[src/rtl/mul_if.sv]
// Handshake/operand bundle between the Execute stage and the iterative multiplier.
// The EX side drives the request (master); the multiplier answers with busy/done/result (slave).
interface mul_if #(
  parameter int XLEN = 32
);
  logic            start_i;
  logic            kill_i;
  logic [1:0]      op_i;
  logic [XLEN-1:0] a_i;
  logic [XLEN-1:0] b_i;
  logic            busy_o;
  logic            done_o;
  logic [XLEN-1:0] result_o;

  modport master (
    output start_i, kill_i, op_i, a_i, b_i,
    input  busy_o, done_o, result_o
  );

  modport slave (
    input  start_i, kill_i, op_i, a_i, b_i,
    output busy_o, done_o, result_o
  );
endinterface

[src/rtl/mul_unit.sv]
// Iterative shift-add RV32M multiplier (MUL/MULH/MULHSU/MULHU) for the Execute stage.
// Works on operand magnitudes and applies the sign to the full 2*XLEN product at the end.
module mul_unit #(
  parameter int XLEN           = 32,
  parameter int BITS_PER_CYCLE = 1
) (
  input  logic clk,
  input  logic rst_n,
  mul_if.slave bus
);

  localparam int N     = XLEN / BITS_PER_CYCLE;
  localparam int CNT_W = $clog2(N + 1);
  localparam int PW    = 2 * XLEN;

  typedef enum logic [1:0] {IDLE, CALC, DONE} state_e;

  state_e           state_q, state_d;
  logic [1:0]       op_q, op_d;
  logic             neg_q, neg_d;
  logic [PW-1:0]    acc_q, acc_d;
  logic [PW-1:0]    mcand_q, mcand_d;
  logic [XLEN-1:0]  mplier_q, mplier_d;
  logic [XLEN-1:0]  result_q, result_d;
  logic [CNT_W-1:0] count_q, count_d;

  logic            signA, signB, negA, negB;
  logic [XLEN-1:0] magA, magB;
  logic [PW-1:0]   partial;
  logic [PW-1:0]   product;
  logic [XLEN-1:0] resultSel;
  logic            lastIter;
  logic            busy, done;

  // MULH treats both operands as signed, MULHSU only rs1; the magnitude of the most
  // negative value fits because it is held unsigned.
  assign signA = (bus.op_i == 2'b01) || (bus.op_i == 2'b10);
  assign signB = (bus.op_i == 2'b01);
  assign negA  = signA & bus.a_i[XLEN-1];
  assign negB  = signB & bus.b_i[XLEN-1];
  assign magA  = negA ? -bus.a_i : bus.a_i;
  assign magB  = negB ? -bus.b_i : bus.b_i;

  assign partial   = mcand_q * PW'(mplier_q[BITS_PER_CYCLE-1:0]);
  assign product   = neg_q ? -acc_q : acc_q;
  assign resultSel = (op_q == 2'b00) ? product[XLEN-1:0] : product[PW-1:XLEN];
  assign lastIter  = (count_q == CNT_W'(N - 1));

  always_comb begin
    state_d  = state_q;
    op_d     = op_q;
    neg_d    = neg_q;
    acc_d    = acc_q;
    mcand_d  = mcand_q;
    mplier_d = mplier_q;
    result_d = result_q;
    count_d  = count_q;
    busy     = 1'b0;
    done     = 1'b0;

    case (state_q)
      IDLE: begin
        if (bus.start_i && !bus.kill_i) begin
          busy     = 1'b1;
          op_d     = bus.op_i;
          neg_d    = negA ^ negB;
          mcand_d  = {{XLEN{1'b0}}, magA};
          mplier_d = magB;
          acc_d    = '0;
          count_d  = '0;
          state_d  = CALC;
        end
      end
      CALC: begin
        busy = 1'b1;
        if (bus.kill_i) begin
          state_d = IDLE;
        end else begin
          // Shifting the multiplicand each step equals weighting by count*BITS_PER_CYCLE.
          acc_d    = acc_q + partial;
          mcand_d  = mcand_q << BITS_PER_CYCLE;
          mplier_d = mplier_q >> BITS_PER_CYCLE;
          count_d  = count_q + CNT_W'(1);
          if (lastIter) state_d = DONE;
        end
      end
      DONE: begin
        state_d = IDLE;
        if (!bus.kill_i) begin
          done     = 1'b1;
          result_d = resultSel;
        end
      end
      default: state_d = IDLE;
    endcase
  end

  always_ff @(posedge clk or negedge rst_n) begin
    if (!rst_n) begin
      state_q  <= IDLE;
      op_q     <= '0;
      neg_q    <= 1'b0;
      acc_q    <= '0;
      mcand_q  <= '0;
      mplier_q <= '0;
      result_q <= '0;
      count_q  <= '0;
    end else begin
      state_q  <= state_d;
      op_q     <= op_d;
      neg_q    <= neg_d;
      acc_q    <= acc_d;
      mcand_q  <= mcand_d;
      mplier_q <= mplier_d;
      result_q <= result_d;
      count_q  <= count_d;
    end
  end

  // The fresh word is shown during DONE and then held by result_q until the next DONE.
  assign bus.busy_o   = busy;
  assign bus.done_o   = done;
  assign bus.result_o = done ? resultSel : result_q;

endmodule

[src/flat_wrapper.sv]
// flat-port wrapper written by rule: the top's interface ports become plain ports
module mul_unit_flat 
#(
  parameter int XLEN           = 32,
  parameter int BITS_PER_CYCLE = 1
)
  (clk, rst_n, bus_start_i, bus_kill_i, bus_op_i, bus_a_i, bus_b_i, bus_busy_o, bus_done_o, bus_result_o);
  mul_if #(.XLEN(XLEN)) bus_i ();
  input  logic clk;
  input  logic rst_n;
  input wire logic [$bits(bus_i.start_i)-1:0] bus_start_i;
  input wire logic [$bits(bus_i.kill_i)-1:0] bus_kill_i;
  input wire logic [$bits(bus_i.op_i)-1:0] bus_op_i;
  input wire logic [$bits(bus_i.a_i)-1:0] bus_a_i;
  input wire logic [$bits(bus_i.b_i)-1:0] bus_b_i;
  output wire logic [$bits(bus_i.busy_o)-1:0] bus_busy_o;
  output wire logic [$bits(bus_i.done_o)-1:0] bus_done_o;
  output wire logic [$bits(bus_i.result_o)-1:0] bus_result_o;
  assign bus_i.start_i = bus_start_i;
  assign bus_i.kill_i = bus_kill_i;
  assign bus_i.op_i = bus_op_i;
  assign bus_i.a_i = bus_a_i;
  assign bus_i.b_i = bus_b_i;
  assign bus_busy_o = bus_i.busy_o;
  assign bus_done_o = bus_i.done_o;
  assign bus_result_o = bus_i.result_o;
  mul_unit #(.XLEN(XLEN), .BITS_PER_CYCLE(BITS_PER_CYCLE)) u_core (.clk(clk), .rst_n(rst_n), .bus(bus_i));
endmodule
[config.mk]
export PLATFORM = sky130hd
export DESIGN_NAME = mul_unit_flat
export DESIGN_NICKNAME = d
export VERILOG_FILES = /design/src/rtl/mul_if.sv /design/src/rtl/mul_unit.sv /design/src/flat_wrapper.sv
export SDC_FILE = /design/constraint.sdc
export NUM_CORES = 1
export LEC_CHECK = 0
export CORE_ASPECT_RATIO = 0.7
export CORE_MARGIN = 2
export CORE_UTILIZATION = 65
export CTS_CLUSTER_SIZE = 8
export DETAILED_ROUTE_END_ITERATION = 8
export GPL_TIMING_DRIVEN = 0
export HOLD_SLACK_MARGIN = 0.15
export PLACE_DENSITY = 0.95
export SYNTH_ARGS = -nofsm -noshare
export SYNTH_HDL_FRONTEND = slang
export SYNTH_SLANG_ARGS = --single-unit
[constraint.sdc]
create_clock -name clk -period 6.65 [get_ports clk]
set_input_delay 1.33 -clock clk [delete_from_list [all_inputs] [get_ports clk]]
set_output_delay 1.33 -clock clk [all_outputs]
set_load 0.02 [all_outputs]
# Word level (Yosys, flattened, before mapping)
# Index checks and enable logic that the tools add are counted.
word_totals:
  reg_bits: 203
  input_bits: 70
  out_inout_bits: 34
  word_cells: 61
classes:
  n_addsub: 5
  mul: 1
  n_eq_ne: 8
  mux: 25
  n_bitwise: 4
  n_reduce_logical: 10
op_table:
  columns: ["cell", "n"]
  rows:
  - ["64-bit two-way mux", 5]
  - ["64-bit one-hot mux with 2 select lines", 2]
  - ["32-bit two-way mux", 6]
  - ["64-bit adder", 1]
  - ["64-bit by 1-bit multiplier with 64-bit output", 1]
  - ["32-bit negator", 2]
  - ["64-bit negator", 1]
  - ["32-bit one-hot mux with 2 select lines", 1]
  - ["6-bit two-way mux", 2]
  - ["6-bit one-hot mux with 2 select lines", 1]
  - ["6-bit by 1-bit adder with 6-bit output, second input constant", 1]
  - ["6-bit by 5-bit == test with 1-bit output, second input constant", 1]
  - ["2-bit two-way mux", 3]
  - ["2-bit AND reduction", 3]
  - ["2-bit by 1-bit == test with 1-bit output, second input constant", 2]
  - ["2-bit == test, second input constant", 2]
  - ["2-bit zero test", 2]
  - ["2-bit one-hot mux with 2 select lines", 1]
  - ["1-bit two-way mux", 3]
  - ["3-bit by 2-bit != test with 1-bit output, second input constant", 1]
  - ["3-bit AND reduction", 1]
  - ["1-bit bitwise AND", 2]
  - ["2-bit by 1-bit != test with 1-bit output, second input constant", 1]
  - ["2-bit != test, second input constant", 1]
  - ["other kinds (7)", 7]

# Logic depth before layout (Yosys ltp)
# Gate-level depths: netlist of the first run.
logic_depth:
  depth_word: 6
  mapped_depth: 17
  depth_no_buf: 15

# Worst setup path after synthesis of the first run
# No wires, ideal clock.
synth_path:
  path_type: "register to output"
  startpoint: "reg u_core.acc_q[14]"
  endpoint: "out bus_result_o[28]"
  t_arrival_ps: 3721
  required_ps: 5320
  slack_ps: 1599
  path_stages_with_launch: 11
  path_buffers: 0
  cell_sequence: "dfrtp_1 or4_4 or3_1 or2_1 or4_4 or3_4 or3_4 o21ai_0 xnor2_1 o21ai_0 o21ai_0"
synth_between:
  elab_chain_cells: 4
synth_rtl:
  columns: ["element", "line", "text"]
  rows:
  - ["start, declared", "mul_unit.sv:21", "logic [PW-1:0] acc_q, acc_d;"]
  - ["start signal, assigned", "mul_unit.sv:103", "acc_q <= '0;"]
  - ["start signal, assigned", "mul_unit.sv:112", "acc_q <= acc_d;"]
  - ["64-bit negator", "mul_unit.sv:45", "assign product = neg_q ? -acc_q : acc_q;"]
  - ["64-bit two-way mux", "mul_unit.sv:45", null]
  - ["32-bit two-way mux", "mul_unit.sv:46", "assign resultSel = (op_q == 2'b00) ? product[XLEN-1:0] : product[PW-1:XLEN];"]
  - ["32-bit two-way mux", "mul_unit.sv:123", "assign bus.result_o = done ? resultSel : result_q;"]
  - ["end, declared", "flat_wrapper.sv:18", "output wire logic [$bits(bus_i.result_o)-1:0] bus_result_o;"]
# Every way passes these cells.

# Worst setup path in the final report of the first run
layout_path:
  startpoint: "reg u_core.acc_q[25]"
  endpoint: "out bus_result_o[28]"
# Same word-level chain as after synthesis.

==> metrics.txt, run 1 <==
switching part of the total 41.0%; met1 wire length 21,000 um; Leakage 7.61 nW; DIE AREA 24,200 um2; Worst EP arrival 5230 ps; CTS buffer count 29; worst hold margin 481 ps; share of layout cells above drive strength 1 2.32%; most frequent CP cell o21ai_0; number of global-route vias before repair 14.5k; setup_tns 0 ps; critical setup path kind reg2out; via/cell ratio 6.56; Final Hold Vio Count 0; initial antenna violation count 0; PwrDens 290 nW/um2; clock share of power 26.9%; CP cell instances or4_1 -> nor4_1 -> nand2_1 -> or4_4 -> or3_4 -> or3_4 -> o21ai_0 -> xnor2_1 -> o21ai_0 -> o21ai_0 -> clkdlybuf4s50_1; MaxCap Viol Count 0; min-delay worst type reg2reg; Placer Congestion 0.979; EDFF count, synth 0; XOR/XNOR Fraction of Synth Area 9.86%; commonest non-fill, non-tap cells in the layout nand2_1 (333), o21ai_0 (284), dfrtp_1 (203); clock latency on the worst-skew pair 560 ps; nets@finish 2,211; critical path required time 5320 ps; Period minus WS final 6560 ps; fmax 0.152 GHz; Post-Syn Instances 1,937; CP Max Fanout 6; Clock Root Buffer clkbuf_16; Avg Cell Area, Syn 7.71 um2; Cells after DPL 2,353; fraction of the mapped netlist area in simple logic gates 21.5%; pins over their slew limit 0; Site Rows 46; main combinational cell family by area after synthesis compound AO/OA/AOI/OAI gates; IO Count 104; clock slew at reported path FFs 50 ps; yosys synthesis warning count 0; flops & latches, synth 203; Die H 131 um; critical path's top delay family simple AND/OR/NAND/NOR gates; Synth Area in Compound Gates 24.8%; Final ANT Viol Nets 0; post-synthesis sequential area ratio 34.0%; grt total ovfl 0; area of the multi-input gates 9300 um2; Top Layer Used met4; Max stage delay on crit path 670 ps; largest net degree at the start of global routing 113; CP endpoint kind output pin; peak supply drop 0.000226 V; Critical Path Start Type flip-flop; P_int 2.93 mW; Syn Nets 2,076; WL per Instance 20.6 um; Total Power 4.97 mW; Register Area 5080 um2; WL met3 5730 um; Finished Layout Cells 2,384; Fillers 1,708; HPWL Detailed 37,000 um; WL met2 20,600 um; CP max stage cell nor4_1; Yosys cell types 62; most common cell after layout, fill and taps aside nand2_1; Initial DRC Count 2,010; first-pass GRT wire length 77,700 um; initial core utilization 66.0%; Worst Path Buf+Inv 1; RSZ-0062 raised after global routing no; vias post-DR 15.6k; ratio of final minimum period to clock period 98.7%; n_diodes 0; fraction of registers with async set/reset 100%; Mapped Area 14,900 um2; Comb pwr share 38.4%; mux share of post-synthesis cell area 0.268%; net switching power 2.04 mW; chip width 185 um; GRT Total Usage 40.9%; Relative slew margins 21.3%; Core Box Area 22,600 um2; run status completed; Post-Synth Adder-Cell Area 5.83%; first-pass iteration count of the detailed router 6; final wirelength 49,100 um; Tightest Pin Transition 1170 ps; I/O Buffers 103; Final Setup Violations 0; clk sink count 203; sequential share of power 34.7%; Post-synth top flop dfrtp_1; DR DRC count 0; htree depth 1; Layout area overhead 14.9%; Clock Skew 12.2 ps; CTS tree built; R2R Setup Slk 840 ps; maximum clock insertion buffer count 3
[path summary, 6_finish.rpt]
check                      depth (start not counted)                             from                              end
setup / recovery                                  11     u_core.acc_q[25]$_DFFE_PN0P_                 bus_result_o[28]
hold / removal                                     2  u_core.mplier_q[15]$_DFFE_PN0P_  u_core.mplier_q[15]$_DFFE_PN0P_
setup reg to reg                                  16   u_core.mplier_q[0]$_DFFE_PN0P_     u_core.acc_q[63]$_DFFE_PN0P_
hold reg to reg                                    2  u_core.mplier_q[15]$_DFFE_PN0P_  u_core.mplier_q[15]$_DFFE_PN0P_
max in group asynchronous                          2                            rst_n   u_core.mcand_q[35]$_DFFE_PN0P_
min in group asynchronous                          1                            rst_n    u_core.mcand_q[8]$_DFFE_PN0P_
[per-stage QoR]
step / instance area [um2] / setup slack (ps) / util [%]
global placement: 16300 / -3990 / 72.3
global route: 17200 / 20.0 / 75.8
CTS: 17100 / 206 / 75.8
detailed placement: 16400 / 781 / 72.4
floorplan: 14900 / 1600 / -
finish: 17200 / 87.1 / 75.8
[flip-flops by register name, indices dropped and copies added (netlist names)]
name / count
u_core.op_q: 2
u_core.neg_q: 1
u_core.acc_q: 64
u_core.result_q: 32
u_core.mplier_q: 32
u_core.count_q: 6
u_core.state_q: 2
u_core.mcand_q: 64
[cell families after synthesis]
kind of cell | Yosys count
XOR/XNOR | 168
AO/OA/AOI/OAI | 641
flip-flops | 203
multiplexers | 4
adder cells (fa/ha/maj) | 69
buffers and inverters | 148
AND/OR/NAND/NOR | 704
[Yosys cell counts (25+ instances only)]
library cell  number  area, um2
nand2_1          333       1250
o21ai_0          284       1420
dfrtp_1          203       5080
a21oi_1          185        926
nor2_1           139        522
clkbuf_1         112        420
xor2_1            86        753
xnor2_1           82        718
ha_1              68        851
and2_1            66        413
a21o_1            43        323
inv_1             33        124
nor3_1            31        155
or3_1             26        163
o31ai_1           25        188
[worst register-to-register path: stages (launching register included)]
cell and delay, ps:
dfrtp_1 350, clkbuf_1 610, clkbuf_1 330, and2_1 180, ha_1 110, clkbuf_1 320
and4_1 280, and2_1 180, o211a_1 200, nor4b_1 60, o21ai_0 760, o2111ai_1 320
a2111oi_0 870, o21bai_1 190, a31oi_1 230, mux2i_1 480, mux2i_1 260
[power by group through the flow]
stage	sequential [mW]	combinational, mW	clock [mW]
after floorplan	1.61	1.33	0
after global placement	1.71	1.77	0
after detailed placement	1.72	1.84	0
after CTS	1.71	1.85	1.33
after global routing	1.74	2.09	1.38
final	1.73	1.91	1.34
[routing by layer]
layer,global-route usage [%],vias to the layer above
li1,-,7055
met1,59.4,7423
met4,12.8,0
met5,0,-
met2,61.3,989
met3,8.87,168
[layout make-up]
type	count	share of cell area, %
Buffer	115	2.52
Sequential cell	203	29.6
Clock inverter	1	0.175
Clock buffer	30	4.25
Inverter	33	0.722
Timing Repair Buffer	104	6.20
Tap cell	312	2.28
Multi-Input combinational cell	1586	54.2
[timing repair]
item / 4_1_cts / 5_1_grt
hold buffers: 0 / 0
gates resized for setup: 0 / 1
endpoints found under the setup margin: 0 / 2
hold endpoints to repair: 0 / 0
buffers inserted: 0 / 0
(Power assumes the default switching activity.)
==> run 2, diff against run 1 <==
DONT_BUFFER_PORTS = 1   (was default)
PLACE_DENSITY = 0.9   (was 0.95)
clock period = 6.33 ns   (was 6.65 ns; I/O delays follow)
==> run 2 against run 1 <==
  * Power rose by 1.9%
  * Critical endpoint is now bus_result_o[26]
  * Register-to-register slack got worse by 250 ps
  * First-iteration DRC count is 18% lower
  * Count of clock-buffer cells in the layout is 1 lower
  * Routed wire length decreased by 3.9%
  * Clock power about the same
  * Utilization decreased by 4.8 points
  * Worst setup slack better by 200 ps
  * Largest cell class unchanged
  * Cell count is 4.4% lower
  * Flip-flop and latch count is the same
  * Non-clock buffer count is 104 lower
  * Combinational power about the same
==> metrics.txt, run 2 (same netlist as run 1, synthesis figures left out) <==
maximum clock insertion buffer count 3 (unchanged); Clock Root Buffer clkbuf_16; Core Box Area 22,600 um2 (unchanged); Worst EP arrival 4780 ps (-450 ps); critical path required time 5060 ps (-260 ps); run status completed; clock slew at reported path FFs 50 ps (about the same); Fillers 1,826 (+6.9%); fmax 0.166 GHz; biggest registers after layout u_core.acc_q: 64 flops, u_core.mcand_q: 64 flops; first-pass iteration count of the detailed router 7 (+1); Relative slew margins 13.1% (-8.2 points); R2R Setup Slk 590 ps (-250 ps); CP Max Fanout 6 (unchanged); area of the multi-input gates 9300 um2 (unchanged); most common cell after layout, fill and taps aside nand2_1; WL per Instance 20.7 um (+0.45%); RSZ-0062 raised after global routing no; Final Setup Violations 0 (unchanged); commonest non-fill, non-tap cells in the layout nand2_1 (333), o21ai_0 (283), dfrtp_1 (203); final wirelength 47,100 um (-3.9%); grt total ovfl 0 (unchanged); Register Area 5080 um2 (unchanged); ratio of final minimum period to clock period 95.4%; htree depth 1 (unchanged); Critical Path Start Type flip-flop; Clock Skew 14.3 ps (+2.12 ps); vias post-DR 14.9k (-4.8%); DR DRC count 0 (unchanged); CTS tree built; first-pass GRT wire length 73,000 um (-6.0%); critical setup path kind reg2out; share of layout cells above drive strength 1 2.39% (+0.072 points); GRT Total Usage 38.7% (-2.1 points); peak supply drop 0.000243 V (+7.5%); Final Hold Vio Count 0 (unchanged); Leakage 7.19 nW (-5.5%); Die H 131 um (unchanged); PwrDens 315 nW/um2 (+8.8%); Tightest Pin Transition 1290 ps (+122 ps); r2r endpoint u_core.acc_q[63]$_DFFE_PN0P_; IO Count 104 (unchanged); Final ANT Viol Nets 0 (unchanged); CTS buffer count 29 (unchanged); number of global-route vias before repair 13.6k (-6.4%); initial core utilization 66.0% (unchanged); Period minus WS final 6040 ps; clock latency on the worst-skew pair 550 ps (about the same); Site Rows 46 (unchanged); clk sink count 203 (unchanged); setup_tns 0 ps (unchanged); initial antenna violation count 0 (unchanged); I/O Buffers 0 (-100%); pins over their slew limit 0 (unchanged); Total Power 5.07 mW (+1.9%); reg-to-reg startpoint u_core.mplier_q[0]$_DFFE_PN0P_; Initial DRC Count 1,652 (-18%); CP endpoint kind output pin; DIE AREA 24,200 um2 (unchanged); MaxCap Viol Count 0 (unchanged); Layout area overhead 7.67%; largest net degree at the start of global routing 204 (+81%); R2R cell count 16 (unchanged); via/cell ratio 6.53 (-0.42%); setup bufs post-CTS 0 (unchanged); HPWL Detailed 35,600 um (-3.6%); fin util 71.1% (-4.8 points); min-delay worst type in2async; chip width 185 um (unchanged); n_diodes 0 (unchanged); nets@finish 2,107 (-4.7%); Placer Congestion 0.984 (+0.52%)
run 2: per-layer routing:
layer | global-route usage, % | vias to the layer above | share of wire, %
li1 | - | 6853 | -
met1 | 56.4 | 7026 | 43
met2 | 56.3 | 892 | 41
met3 | 9.98 | 119 | 13
met4 | 12.7 | 0 | 3.2
met5 | 0 | - | 0
run 2: per-stage QoR:
stage	std cells	hold slack, ps	area [um2]	worst slack [ps]
2_1_floorplan	1937	436	14900	1340
3_3_place_gp	2249	451	15300	797
3_5_place_dp	2249	456	15300	790
4_1_cts	2280	405	16100	194
5_1_grt	2280	407	16100	79.7
6_report	2280	416	16100	289
run 2: critical path: stages, from the launching register on:
cell,delay (ps)
dfrtp_1,430
or4_1,600
nor3_1,460
nand2_1,270
or4_4,580
or3_4,430
or3_4,380
o21ai_1,170
xor2_1,90
nor2_1,100
a21oi_1,60
o21ai_0,660
run 2: how the worst max path moves through the flow:
stage                            startpoint  cells past startpoint  slack (ps)               end
6_report        u_core.acc_q[4]$_DFFE_PN0P_                     11         290  bus_result_o[26]
3_5_place_dp   u_core.acc_q[14]$_DFFE_PN0P_                     10         790  bus_result_o[31]
4_1_cts        u_core.acc_q[14]$_DFFE_PN0P_                     10         190  bus_result_o[31]
5_1_grt         u_core.acc_q[2]$_DFFE_PN0P_                     10          80  bus_result_o[28]
2_1_floorplan  u_core.acc_q[14]$_DFFE_PN0P_                     10        1340  bus_result_o[28]
3_3_place_gp   u_core.acc_q[14]$_DFFE_PN0P_                     10         800  bus_result_o[31]
run 2: layout make-up:
type | count | share of cell area (%)
sequential | 203 | 31.6
clock inverter | 2 | 0.101
buffer | 115 | 2.69
inverter | 33 | 0.771
multi-input combinational | 1586 | 57.9
clock buffer | 29 | 4.52
tap | 312 | 2.43
run 2: repair_timing:
item	4_1_cts	5_1_grt
gates resized for setup	0	2
hold buffers	0	0
endpoints found under the hold margin	0	0
setup endpoints to repair	0	3
run 2: where the power goes:
group,switching (mW),internal (mW),leakage [nW]
sequential,0.285,1.52,2.68
clock,0.576,0.798,0.362
combinational,1.22,0.671,4.15
==> run 3, diff against run 2 <==
--- a/constraint.sdc
+++ b/constraint.sdc
@@ -3,2 +3,2 @@
 set_output_delay 1.266 -clock clk [all_outputs]
-set_load 0.02 [all_outputs]
+set_load 0.01 [all_outputs]
==> run 3 against run 2 <==
  * Flip-flop and latch count is the same
  * Global-route usage unchanged
  * Sequential power hardly changed
  * Sequential share of layout area about the same
  * Non-clock buffer count unchanged
  * First-iteration DRC count is 0.97% higher
  * Cell count stayed put
  * Clock power about the same
  * Count of clock-buffer cells in the layout unchanged
  * Power decreased by 0.20%
  * Hold slack got worse by 2.8 ps
==> metrics.txt, run 3 (same netlist as run 1, synthesis figures left out) <==
WL per Instance 20.6 um (-0.33%); Finished Layout Cells 2,280 (unchanged); Relative slew margins 13.4% (+0.30 points); htree depth 1 (unchanged); GRT Total Usage 38.7% (unchanged); met3 Use GR 9.98% (unchanged); Total Power 5.06 mW (-0.20%); share of layout cells above drive strength 1 2.34% (-0.051 points); fin util 71.0% (about the same); DR DRC count 0 (unchanged); IO Count 104 (unchanged); number of global-route vias before repair 13.6k (unchanged); worst setup margin 253 ps (-35.8 ps); Core Box Area 22,600 um2 (unchanged); largest net degree at the start of global routing 204 (unchanged); run status completed; pins over their slew limit 0 (unchanged); Final Hold Vio Count 0 (unchanged); ratio of final minimum period to clock period 96.0% (+0.56 points); Fillers 1,827 (+0.055%); Hold-fix buffers, CTS 0 (unchanged); area of the multi-input gates 9300 um2 (about the same); min-delay worst type in2async; R2R cell count 16 (unchanged); nets@finish 2,107 (unchanged); vias post-DR 14.9k (-0.094%); Die H 131 um (unchanged); Post-CTS Resized 0 (unchanged); PwrDens 315 nW/um2 (-0.15%); final wirelength 47,000 um (-0.33%); CP Max Fanout 6 (unchanged); chip width 185 um (unchanged); Period minus WS final 6080 ps (+35.8 ps); DIE AREA 24,200 um2 (unchanged); I/O Buffers 0 (unchanged); fmax 0.165 GHz (-0.59%); Global Route met2 Usage 56.3% (unchanged); Placer Congestion 0.984 (unchanged); first-pass iteration count of the detailed router 8 (+1); DP Area 15,300 um2 (unchanged); Clock Root Buffer clkbuf_16; maximum clock insertion buffer count 3 (unchanged); RSZ-0062 raised after global routing no; Clock Skew 13.1 ps (-1.23 ps); initial antenna violation count 0 (unchanged); initial core utilization 66.0% (unchanged); MaxCap Viol Count 0 (unchanged); most common cell after layout, fill and taps aside nand2_1; grt peak-use layer met1; Final ANT Viol Nets 0 (unchanged); setup_tns 0 ps (unchanged); first-pass GRT wire length 73,000 um (unchanged); n_diodes 0 (unchanged); Critical Path Start Type flip-flop; HPWL Detailed 35,600 um (unchanged); Final Setup Violations 0 (unchanged); Register Area 5080 um2 (unchanged); via/cell ratio 6.52 (about the same); grt total ovfl 0 (unchanged); M1 GR Usage 56.4% (unchanged); Layout area overhead 7.62% (about the same); biggest registers after layout u_core.acc_q: 64 flops, u_core.mcand_q: 64 flops; setup bufs post-CTS 0 (unchanged); critical setup path kind reg2out; peak supply drop 0.000244 V (+0.39%); worst hold margin 413 ps (-2.83 ps); CTS tree built; clock slew at reported path FFs 50 ps (about the same); fin area 16,100 um2 (about the same); Cells after DPL 2,249 (unchanged); critical path required time 5060 ps (about the same); CP endpoint kind output pin; commonest non-fill, non-tap cells in the layout nand2_1 (333), o21ai_0 (284), dfrtp_1 (203); Initial DRC Count 1,668 (+0.97%); Worst EP arrival 4810 ps (+30 ps); clk sink count 203 (unchanged); Site Rows 46 (unchanged); Leakage 7.19 nW (about the same); Tightest Pin Transition 1280 ps (-4.41 ps); CTS buffer count 29 (unchanged); clock latency on the worst-skew pair 550 ps (about the same); post-place setup slack 912 ps (+122 ps)
[run 3: cell count changes in the layout (fill, tap and decap cells not counted)]
cell     before  now
o41ai_1      15   16
o41ai_2       1    0
o21ai_1       3    2
o21ai_0     283  284
[run 3: final timing paths]
path / start / end / slack, ps
min in group clk: u_core.count_q[5]$_DFFE_PN0P_ / u_core.state_q[1]$_DFFE_PN0P_ / 470
worst min register to register: u_core.count_q[5]$_DFFE_PN0P_ / u_core.state_q[1]$_DFFE_PN0P_ / 470
worst max-delay path: u_core.acc_q[14]$_DFFE_PN0P_ / bus_result_o[31] / 250
max in group asynchronous: rst_n / u_core.mcand_q[58]$_DFFE_PN0P_ / 5640
worst max register to register: u_core.mplier_q[0]$_DFFE_PN0P_ / u_core.acc_q[63]$_DFFE_PN0P_ / 550
worst min-delay path: rst_n / u_core.mcand_q[8]$_DFFE_PN0P_ / 410
[run 3: critical path, stage by stage, from the launching register on]
cell and delay, ps:
dfrtp_1 490, or4_4 570, or3_1 360, nor3_1 400, nand4_1 360, or3_1 540, o41ai_1 660, nand2_1 130
xor2_1 160, a21oi_1 140, o21ai_0 430
[run 3: area by class of cell]
type                       instances  share of cell area [%]
inverter                          33                   0.771
multi-input combinational       1586                    57.9
clock inverter                     2                   0.101
sequential                       203                    31.6
buffer                           115                    2.69
tap                              312                    2.43
clock buffer                      29                    4.52
[run 3: power breakdown]
group / total, mW / internal, mW / switching, mW
Sequential: 1.80 / 1.52 / 0.283
Clock: 1.37 / 0.797 / 0.577
Combinational: 1.88 / 0.671 / 1.21
[run 3: per-layer routing]
layer | routed length (um) | share of wire [%] | up-vias
met5 | 0 | 0 | -
met4 | 1560 | 3.3 | 0
met3 | 5950 | 13 | 128
met2 | 19200 | 41 | 903
met1 | 20200 | 43 | 7002
li1 | - | - | 6843
